<file path="src/rtl/ps2_host_tx_pkg.sv">
`default_nettype none
// ============================================================================
// Module   : ps2_host_tx_pkg
// Brief    : Shared PS/2 definitions: FSM encodings, frame length, default
//            timing constants and the odd-parity helper used by TX and RX.
// Revision : 1.0 - initial release
// ============================================================================
package ps2_host_tx_pkg;

    typedef enum logic [2:0] {
        ST_IDLE      = 3'd0,
        ST_INHIBIT   = 3'd1,
        ST_RTS       = 3'd2,
        ST_XFER      = 3'd3,
        ST_WAIT_IDLE = 3'd4
    } ps2_state_t;

    localparam int c_frame_bits         = 11;
    localparam int c_data_bits          = 8;
    localparam int c_filt_len           = 4;

    // Defaults assume a 40 MHz pclk.
    localparam int c_inhibit_cycles_def = 4000;
    localparam int c_rts_cycles_def     = 800;
    localparam int c_timeout_cycles_def = 600000;

    function automatic logic odd_parity(input logic [7:0] b);
        return ~^b;
    endfunction

endpackage : ps2_host_tx_pkg
`default_nettype wire

</file>
<file path="src/rtl/ps2_host_tx_line_sync.sv">
`default_nettype none
// ============================================================================
// Module   : ps2_line_sync
// Brief    : 2-FF synchronisers for ps2_clk/ps2_data, optional clock glitch
//            filter (PS2_TX_GLITCH_FILTER_EN) and clock falling-edge detect.
// Revision : 1.0 - initial release
// ============================================================================
module ps2_line_sync
    import ps2_host_tx_pkg::*;
(
    input  logic pclk,
    input  logic rst,
    input  logic i_clk_raw,
    input  logic i_data_raw,
    output logic o_clk_sync,
    output logic o_data_sync,
    output logic o_fall
);

    logic [1:0] r_clk_meta;
    logic [1:0] r_data_meta;
    logic       r_clk_prev;
    logic       w_clk_lvl;

    // Reset to the idle (released-high) level so no false fall follows reset.
    always_ff @(posedge pclk) begin
        if (rst) begin
            r_clk_meta  <= 2'b11;
            r_data_meta <= 2'b11;
            r_clk_prev  <= 1'b1;
        end else begin
            r_clk_meta  <= {r_clk_meta[0], i_clk_raw};
            r_data_meta <= {r_data_meta[0], i_data_raw};
            r_clk_prev  <= w_clk_lvl;
        end
    end

`ifdef PS2_TX_GLITCH_FILTER_EN
    logic [c_filt_len-1:0] r_hist;
    logic                  r_clk_filt;

    // Filtered level only follows after c_filt_len consecutive equal samples.
    always_ff @(posedge pclk) begin
        if (rst) begin
            r_hist     <= '1;
            r_clk_filt <= 1'b1;
        end else begin
            r_hist <= {r_hist[c_filt_len-2:0], r_clk_meta[1]};
            if (r_hist == '0) begin
                r_clk_filt <= 1'b0;
            end else if (&r_hist) begin
                r_clk_filt <= 1'b1;
            end
        end
    end

    assign w_clk_lvl = r_clk_filt;
`else
    assign w_clk_lvl = r_clk_meta[1];
`endif

    assign o_clk_sync  = w_clk_lvl;
    assign o_data_sync = r_data_meta[1];
    assign o_fall      = r_clk_prev & ~w_clk_lvl;

endmodule : ps2_line_sync
`default_nettype wire

</file>
<file path="src/rtl/ps2_host_tx.sv">
`default_nettype none
// ============================================================================
// Module   : ps2_host_tx
// Brief    : Host-to-device PS/2 command transmitter (inhibit, request-to-send,
//            11-bit frame, ACK check, timeout). Option: PS2_TX_GLITCH_FILTER_EN.
// Revision : 1.0 - initial release
// ============================================================================
module ps2_host_tx
    import ps2_host_tx_pkg::*;
#(
    parameter int INHIBIT_CYCLES = c_inhibit_cycles_def,
    parameter int RTS_CYCLES     = c_rts_cycles_def,
    parameter int TIMEOUT_CYCLES = c_timeout_cycles_def
) (
    input  logic       pclk,
    input  logic       rst,
    input  logic [7:0] tx_data,
    input  logic       tx_start,
    input  logic       ps2_clk_in,
    input  logic       ps2_data_in,
    output logic       ps2_clk_oe,
    output logic       ps2_data_oe,
    output logic       busy,
    output logic       done,
    output logic       error
);

    localparam int c_phase_max = (INHIBIT_CYCLES > RTS_CYCLES) ? INHIBIT_CYCLES : RTS_CYCLES;
    localparam int c_cnt_w     = $clog2(c_phase_max + 1);
    localparam int c_tmo_w     = $clog2(TIMEOUT_CYCLES + 1);

    localparam logic [c_cnt_w-1:0] c_inhibit_last = c_cnt_w'(INHIBIT_CYCLES - 1);
    localparam logic [c_cnt_w-1:0] c_rts_last     = c_cnt_w'(RTS_CYCLES - 1);
    localparam logic [c_tmo_w-1:0] c_tmo_last     = c_tmo_w'(TIMEOUT_CYCLES - 1);
    localparam logic [3:0]         c_idx_parity   = 4'(c_data_bits);
    localparam logic [3:0]         c_idx_stop     = 4'(c_frame_bits - 2);

    ps2_state_t         r_state;
    logic [7:0]         r_data;
    logic               r_parity;
    logic [3:0]         r_bit_idx;
    logic [c_cnt_w-1:0] r_cnt;
    logic [c_tmo_w-1:0] r_tmo;
    logic               r_clk_oe;
    logic               r_data_oe;
    logic               r_busy;
    logic               r_done;
    logic               r_error;

    logic w_clk_sync;
    logic w_data_sync;
    logic w_fall;

    ps2_line_sync u_line_sync (
        .pclk        (pclk),
        .rst         (rst),
        .i_clk_raw   (ps2_clk_in),
        .i_data_raw  (ps2_data_in),
        .o_clk_sync  (w_clk_sync),
        .o_data_sync (w_data_sync),
        .o_fall      (w_fall)
    );

    always_ff @(posedge pclk) begin
        if (rst) begin
            r_state   <= ST_IDLE;
            r_data    <= '0;
            r_parity  <= 1'b0;
            r_bit_idx <= '0;
            r_cnt     <= '0;
            r_tmo     <= '0;
            r_clk_oe  <= 1'b0;
            r_data_oe <= 1'b0;
            r_busy    <= 1'b0;
            r_done    <= 1'b0;
            r_error   <= 1'b0;
        end else begin
            r_done  <= 1'b0;
            r_error <= 1'b0;
            case (r_state)
                ST_IDLE: begin
                    if (tx_start) begin
                        r_data    <= tx_data;
                        r_parity  <= odd_parity(tx_data);
                        r_clk_oe  <= 1'b1;
                        r_data_oe <= 1'b0;
                        r_busy    <= 1'b1;
                        r_cnt     <= '0;
                        r_state   <= ST_INHIBIT;
                    end
                end

                ST_INHIBIT: begin
                    if (r_cnt == c_inhibit_last) begin
                        r_cnt     <= '0;
                        r_data_oe <= 1'b1;
                        r_state   <= ST_RTS;
                    end else begin
                        r_cnt <= r_cnt + 1'b1;
                    end
                end

                ST_RTS: begin
                    if (r_cnt == c_rts_last) begin
                        r_cnt     <= '0;
                        r_clk_oe  <= 1'b0;
                        r_bit_idx <= '0;
                        r_tmo     <= '0;
                        r_state   <= ST_XFER;
                    end else begin
                        r_cnt <= r_cnt + 1'b1;
                    end
                end

                // r_bit_idx counts device clock falls already seen in this frame.
                ST_XFER: begin
                    if (w_fall) begin
                        r_tmo     <= '0;
                        r_bit_idx <= r_bit_idx + 1'b1;
                        if (r_bit_idx < c_idx_parity) begin
                            r_data_oe <= ~r_data[r_bit_idx[2:0]];
                        end else if (r_bit_idx == c_idx_parity) begin
                            r_data_oe <= ~r_parity;
                        end else if (r_bit_idx == c_idx_stop) begin
                            r_data_oe <= 1'b0;
                        end else if (w_data_sync) begin
                            r_error   <= 1'b1;
                            r_busy    <= 1'b0;
                            r_state   <= ST_IDLE;
                        end else begin
                            r_state   <= ST_WAIT_IDLE;
                        end
                    end else if (r_tmo == c_tmo_last) begin
                        r_clk_oe  <= 1'b0;
                        r_data_oe <= 1'b0;
                        r_error   <= 1'b1;
                        r_busy    <= 1'b0;
                        r_state   <= ST_IDLE;
                    end else begin
                        r_tmo <= r_tmo + 1'b1;
                    end
                end

                ST_WAIT_IDLE: begin
                    if (w_clk_sync && w_data_sync) begin
                        r_done  <= 1'b1;
                        r_busy  <= 1'b0;
                        r_state <= ST_IDLE;
                    end else if (w_fall) begin
                        r_tmo <= '0;
                    end else if (r_tmo == c_tmo_last) begin
                        r_clk_oe  <= 1'b0;
                        r_data_oe <= 1'b0;
                        r_error   <= 1'b1;
                        r_busy    <= 1'b0;
                        r_state   <= ST_IDLE;
                    end else begin
                        r_tmo <= r_tmo + 1'b1;
                    end
                end

                default: begin
                    r_clk_oe  <= 1'b0;
                    r_data_oe <= 1'b0;
                    r_busy    <= 1'b0;
                    r_state   <= ST_IDLE;
                end
            endcase
        end
    end

    assign ps2_clk_oe  = r_clk_oe;
    assign ps2_data_oe = r_data_oe;
    assign busy        = r_busy;
    assign done        = r_done;
    assign error       = r_error;

endmodule : ps2_host_tx
`default_nettype wire

</file>
<file path="config.mk">
export PLATFORM = sky130hd
export DESIGN_NAME = ps2_host_tx
export DESIGN_NICKNAME = d
export VERILOG_FILES = /design/src/rtl/ps2_host_tx_pkg.sv /design/src/rtl/ps2_host_tx_line_sync.sv /design/src/rtl/ps2_host_tx.sv
export SDC_FILE = /design/constraint.sdc
export NUM_CORES = 1
export LEC_CHECK = 0
export ABC_AREA = 1
export BUFFER_PORTS_ARGS = -buffer_cell sky130_fd_sc_hd__buf_2
export CAP_MARGIN = 15
export CORE_MARGIN = 8
export CORE_UTILIZATION = 30
export DETAILED_ROUTE_END_ITERATION = 8
export GPL_TIMING_DRIVEN = 0
export SKIP_CTS_REPAIR_TIMING = 1
export SYNTH_ARGS = -nofsm -noshare
export SYNTH_HDL_FRONTEND = slang
export SYNTH_HIERARCHICAL = 1
export SYNTH_SLANG_ARGS = --single-unit
</file>
<file path="constraint.sdc">
create_clock -name pclk -period 2.1 [get_ports pclk]
set_clock_uncertainty 0.15 [all_clocks]
set_input_delay 0 -clock pclk [delete_from_list [all_inputs] [get_ports pclk]]
set_output_delay 0 -clock pclk [all_outputs]
set_load 0.1 [all_outputs]
</file>
==> impl_metrics.yaml, run 1 <==
status:
  outcome: "completed"
timing:
  final-hold-violation-count: 0
  slew_viol_final: 0
  fmax_mhz: 502
  post-route-period-util_pct: 95.0
  rsz0062_at_grt: "false"
  fin_setup_tns_ns: 0
  period_needed_ns: 1.99
  worst_pin_slew_ns: 0.620
  maxSlewHeadroom_pct: 58.6
  setup_viol: 0
  whs_ns: 0.0295
drt:
  drc: 0
  totalWireLength_mm: 9.70
  drt_pass1_iterations: 5
  drt-initial-drc-count: 335
  dr_total_vias: 3710
  drtAntennaViolNets: 0
  viasPerCell: 4.88
  wl_per_cell_um: 12.8
yosys:
  syn_area_um2: 3510
  ys_seq_elements: 58
  avgSynthCellArea_um2: 6.24
  yosys_warnings: 6
  ys_types: 36
  synth_top_area_share_pct: 33.1
  synth_fa_ha_area_share_pct: 1.78
  synth_xor_xnor_area_share_pct: 3.00
  synthSimpleGateAreaFrac_pct: 41.9
  syn-instance-count: 562
  synth_top_family_by_area: "simple AND/OR/NAND/NOR gates"
  synth.area.mux_share_pct: 0
  synth.area.top_cells: "dfxtp_1, nand2_1, nor2_1, nand3_1, inv_1"
  ys_seq_area_share_pct: 33.1
  yosys.area.top_type: "dfxtp_1"
  synth_compound_area_share_pct: 10.5
  syn-num-nets: 580
clock_network:
  h-tree-depth: 3
  cts_tree: "built"
  clk_latency_ns: 0.33
  clkTransAtPathRegs_ns: 0.05
  cts-root-buf: "clkbuf_16"
  cts.path.max_buffers: 2
  clock_sinks: 58
  cts_buffers: 9
die:
  rows: 39
  pin_count: 18
  core_area_um2: 11400
  die_y_um: 124
  initial_core_util_pct: 30.7
  die_area_um2: 15400
  die_w_um: 124
placed_design:
  port_buffers: 17
  hpwl_mm: 6.98
  gp_congestion: 0.916
hold_path:
  hold_depth: 5
  hold_path_class: "in -> reg"
  min_from: "tx_start"
  whs_endpoint: "r_parity"
global_routing:
  met1_usage_pct: 15.3
  busiest_layer: "met2"
  grtUsageMet3_pct: 2.90
  grt_pass1_vias: 3335
  grt_max_degree: 12
  grt_usage_pct: 12.6
  grt_first_pass_wirelength_mm: 15.4
  antenna_found_initial: 0
  met2_usage_pct: 21.2
  gr-total-overflow: 0
setup_path:
  arrival_ns: 2.03
  start_kind: "flip-flop"
  crit_fanout: 7
  cp-startpoint: "r_tmo[0]"
  critPathCaptureType: "flip-flop"
  reg2reg_setup_slack_ns: 0.11
  reg2reg_to: "r_tmo[12]"
  path_class: "reg -> reg"
  rr_worst_depth: 11
  cp.required_ns: 2.14
  r2r-start: "r_tmo[0]"
layout:
  nets: 630
  diodes: 0
  drive_gt1_share_pct: 13.0
  syn2layout_area_growth_pct: 25.4
flow_run:
  drv_cap: 0
power_and_ir_drop:
  max-vdd-ir-drop_mv: 0.788
  power_mw: 4.51
  cellPowerDensity_nw_per_um2: 1030
  p_leak_nw: 1.70
synthesized netlist by cell type:
cell type	number
nand4_1	12
o21a_1	1
buf_1	1
o21bai_1	2
dfxtp_1	58
clkbuf_1	9
nand3_1	51
clkinv_1	1
nor2_4	2
xor2_1	5
o22ai_1	1
nor2_2	1
ha_1	5
o211ai_1	4
buf_6	2
nand3b_1	1
a22o_1	1
nand3_2	3
buf_2	3
inv_1	65
a21oi_1	39
a31oi_1	2
o21ai_1	1
nor3_1	15
and2_1	1
nor3b_1	3
o21ai_0	16
or2_2	2
nand2_2	3
inv_2	5
a211oi_1	1
nor2_1	76
nor2_8	2
xnor2_1	7
nand2_1	158
nor4_1	3
how the worst max path moves through the flow:
stage                     end  slack [ns]  cells past startpoint
floorplan           r_tmo[11]        0.22                     11
global placement    r_tmo[12]       -0.18                     10
detailed placement  r_tmo[13]       -0.21                     11
CTS                 r_tmo[13]       -0.24                     10
global route         r_cnt[5]       0.007                      9
finish              r_tmo[12]        0.11                     11
critical path, cell delays in order, from the launching register on:
cell and delay, ns:
dfxtp_4 0.39, ha_4 0.17, nand2_1 0.12, nor2_4 0.15
nand2_1 0.08, nor2_1 0.16, nand3_2 0.17, nand2_4 0.13
nor2_8 0.06, buf_4 0.16, nand2_1 0.07, a21oi_1 0.05
where the power goes:
group / internal [mW] / switching, mW
registers: 1.23 / 0.103
logic: 0.530 / 1.04
clock network: 1.07 / 0.536
registers in the layout (all words and copies together), names as in the netlist:
signal,cells
busy,1
done,1
error,1
ps2_clk_oe,1
ps2_data_oe,1
r_bit_idx,4
r_cnt,12
r_data,8
r_parity,1
r_state,3
r_tmo,20
u_line_sync/r_clk_meta,2
u_line_sync/r_clk_prev,1
u_line_sync/r_data_meta,2
cells in the final DEF, fill, tap and decap left out, types with 4 or more instances in the layout:
cell,n
nand2_1,155
nor2_1,73
inv_1,64
dfxtp_1,54
nand3_1,49
a21oi_1,39
buf_2,19
dlygate4sd3_1,16
o21ai_0,15
nor3_1,15
nand4_1,12
clkbuf_16,9
clkbuf_1,8
buf_4,7
xnor2_1,7
inv_2,6
nor2_4,5
xor2_1,5
o211ai_1,4
nand3_2,4
nand2_2,4
ha_1,4
final cells by class:
cell class,count,area (µm²)
buffer,15,82.6
clock buffer,10,239
clock inverter,6,90.1
fill,1214,7020
inverter,71,267
multi-input combinational,418,2080
sequential,58,1170
tap,143,179
timing repair buffer,39,290
logic make-up (layout without fill, tap and decap cells):
family	after synthesis	count (layout)
AOI/OAI and AO/OA	68	68
xor gates and xnor gates	12	12
adders and majority gates	5	5
and+or+nand+nor	333	333
buffers and inverters	86	141
DFF	58	58
layer usage:
layer  share of wire, %  vias to the layer above
met5                  0                        -
li1                   -                     1910
met2                 49                       81
met4                1.5                        0
met3                4.5                       15
met1                 45                     1704
per-stage QoR:
| stage | worst slack [ns] | instance area (µm²) | utilization (%) | instances |
|---|---|---|---|---|
| 3_3_place_gp | -0.182 | 3770 | 33.0 | 722 |
| 6_report | 0.106 | 4400 | 38.5 | 760 |
| 2_1_floorplan | 0.216 | 3510 | - | 562 |
| 5_1_grt | 0.00701 | 4400 | 38.5 | 760 |
| 3_5_place_dp | -0.207 | 3770 | 33.0 | 722 |
| 4_1_cts | -0.236 | 4100 | 35.9 | 738 |
Power figures use the tool's default switching activity.
==> run 2: changes to the inputs <==
CORE_MARGIN = 4   (was 8)
PLACE_DENSITY = 0.46   (was default)
==> impl_metrics.yaml, run 2 (same netlist as run 1, synthesis figures left out) <==
timing:
  worst_pin_slew_ns: 0.623
  final-hold-violation-count: 0
  setup_slack_ns: 0.125
  setup_viol: 0
  whs_ns: 0.0198
  period_needed_ns: 1.97
  maxSlewHeadroom_pct: 58.5
  slew_viol_final: 0
  fmax_mhz: 506
  post-route-period-util_pct: 94.0
  rsz0062_at_grt: "true"
drt:
  wl_per_cell_um: 13.0
  totalWireLength_mm: 9.88
  drt_pass1_iterations: 4
  dr_total_vias: 3608
  viasPerCell: 4.75
  wl_met1_mm: 4.52
  dr.max_layer_used: "met4"
  drtAntennaViolNets: 0
  drt-initial-drc-count: 176
  dr_wl_met2_mm: 4.82
  drc: 0
  met3WireLength_um: 436
status:
  outcome: "completed"
die:
  pin_count: 18
  rows: 39
  die_y_um: 116
  initial_core_util_pct: 30.7
  core_area_um2: 11400
  die_area_um2: 13500
  die_w_um: 116
clock_network:
  clk_latency_ns: 0.34
  cts_buffers: 9
  cts_tree: "built"
  h-tree-depth: 3
  cts-root-buf: "clkbuf_16"
  clkTransAtPathRegs_ns: 0.05
  cts.path.max_buffers: 2
  clock_sinks: 58
layout:
  nets: 630
  register_area_um2: 1170
  layout_commonest_cell: "nand2_1"
  multi_input_area_um2: 2080
  diodes: 0
  syn2layout_area_growth_pct: 23.3
  layout_common_cells: "nand2_1, nor2_1, inv_1"
  regMostFlops: "r_tmo"
  largest_register_ffs: 20
  fillers: 1268
  drive_gt1_share_pct: 12.7
  top_regs: "r_tmo (20), r_cnt (12), r_data (8)"
setup_path:
  crit_top_cell: "nand2_1"
  cp.required_ns: 2.17
  crit_chain: "ha_4 > nand2_1 > nor2_4 > nand2_1 > nor2_2 > nand3_2 > nand2_4 > nor2_8 > buf_6 > nor2_1 > a21oi_1"
  path_class: "reg -> reg"
  start_kind: "flip-flop"
  crit_path_top_delay_cell: "dfxtp_4"
  arrival_ns: 2.04
  critPathCaptureType: "flip-flop"
  crit_fanout: 10
  cp_slowest_stage_delay_ns: 0.38
global_routing:
  antenna_found_initial: 0
  grt_max_degree: 11
  grt_first_pass_wirelength_mm: 16.2
  grt_usage_pct: 15.4
  grt_pass1_vias: 3329
  gr-total-overflow: 0
flow_run:
  drv_cap: 0
power_and_ir_drop:
  cellPowerDensity_nw_per_um2: 972
  p_leak_nw: 1.67
  max-vdd-ir-drop_mv: 0.676
placed_design:
  port_buffers: 17
  hpwl_mm: 7.27
  gp_congestion: 0.832
  dp_slack_ns: -0.257
hold_path:
  hold_path_class: "in -> reg"
[run 2: cell types whose count changed in the layout (fill, tap and decap cells not counted), moves of 2 or more]
cell,previous run,this run
bufinv_16,2,0
clkbuf_1,8,10
clkinv_2,1,4
clkinv_4,2,0
nor2_1,73,70
nor2_2,1,4
[run 2: power breakdown]
part | switching (mW) | total, mW | internal, mW
clock network | 0.510 | 1.29 | 0.781
logic | 1.04 | 1.58 | 0.532
registers | 0.102 | 1.34 | 1.24
[run 2: path summary, 6_finish.rpt]
check / startpoint / slack (ns) / cells after the start / end
hold reg to reg: u_line_sync/r_data_meta[0] / 0.27 / 2 / u_line_sync/r_data_meta[1]
setup reg to reg: r_tmo[0] / 0.13 / 11 / r_tmo[1]
hold / removal: tx_start / 0.02 / 5 / r_parity
setup / recovery: r_tmo[0] / 0.13 / 11 / r_tmo[1]
[run 2: layout make-up]
type                            instances  share of cell area, %
Timing Repair Buffer                   39                   6.71
Sequential cell                        58                   27.0
Tap cell                              143                   4.14
Clock buffer                           11                   5.38
Multi-Input combinational cell        418                   48.1
Clock inverter                          4                  0.463
Inverter                               71                   6.16
Buffer                                 15                   2.00
[run 2: per-stage QoR]
| stage | TNS [ns] | instances | util, % | total power, mW | area [µm²] |
|---|---|---|---|---|---|
| 2_1_floorplan | 0 | 562 | - | 2.40 | 3510 |
| 3_3_place_gp | -4.64 | 722 | 33.0 | 2.74 | 3770 |
| 3_5_place_dp | -4.59 | 722 | 33.0 | 2.75 | 3770 |
| 4_1_cts | -5.05 | 737 | 35.2 | 4.07 | 4020 |
| 5_1_grt | -0.103 | 759 | 37.9 | 4.51 | 4330 |
| 6_report | 0 | 759 | 37.9 | 4.20 | 4330 |
[run 2: per-layer routing]
layer,global-route usage (%),vias up
met5,0,-
met4,4.56,0
met3,4.82,9
met2,25.2,59
met1,19.6,1630
li1,-,1910
[run 2: critical path, delay by kind of cell (launching register included)]
| kind | cells | cell delay (ns) |
|---|---|---|
| flops | 1 | 0.38 |
| fa+ha+maj | 1 | 0.16 |
| buf+inv | 1 | 0.14 |
| compound gates | 1 | 0.06 |
| simple gates | 8 | 0.94 |
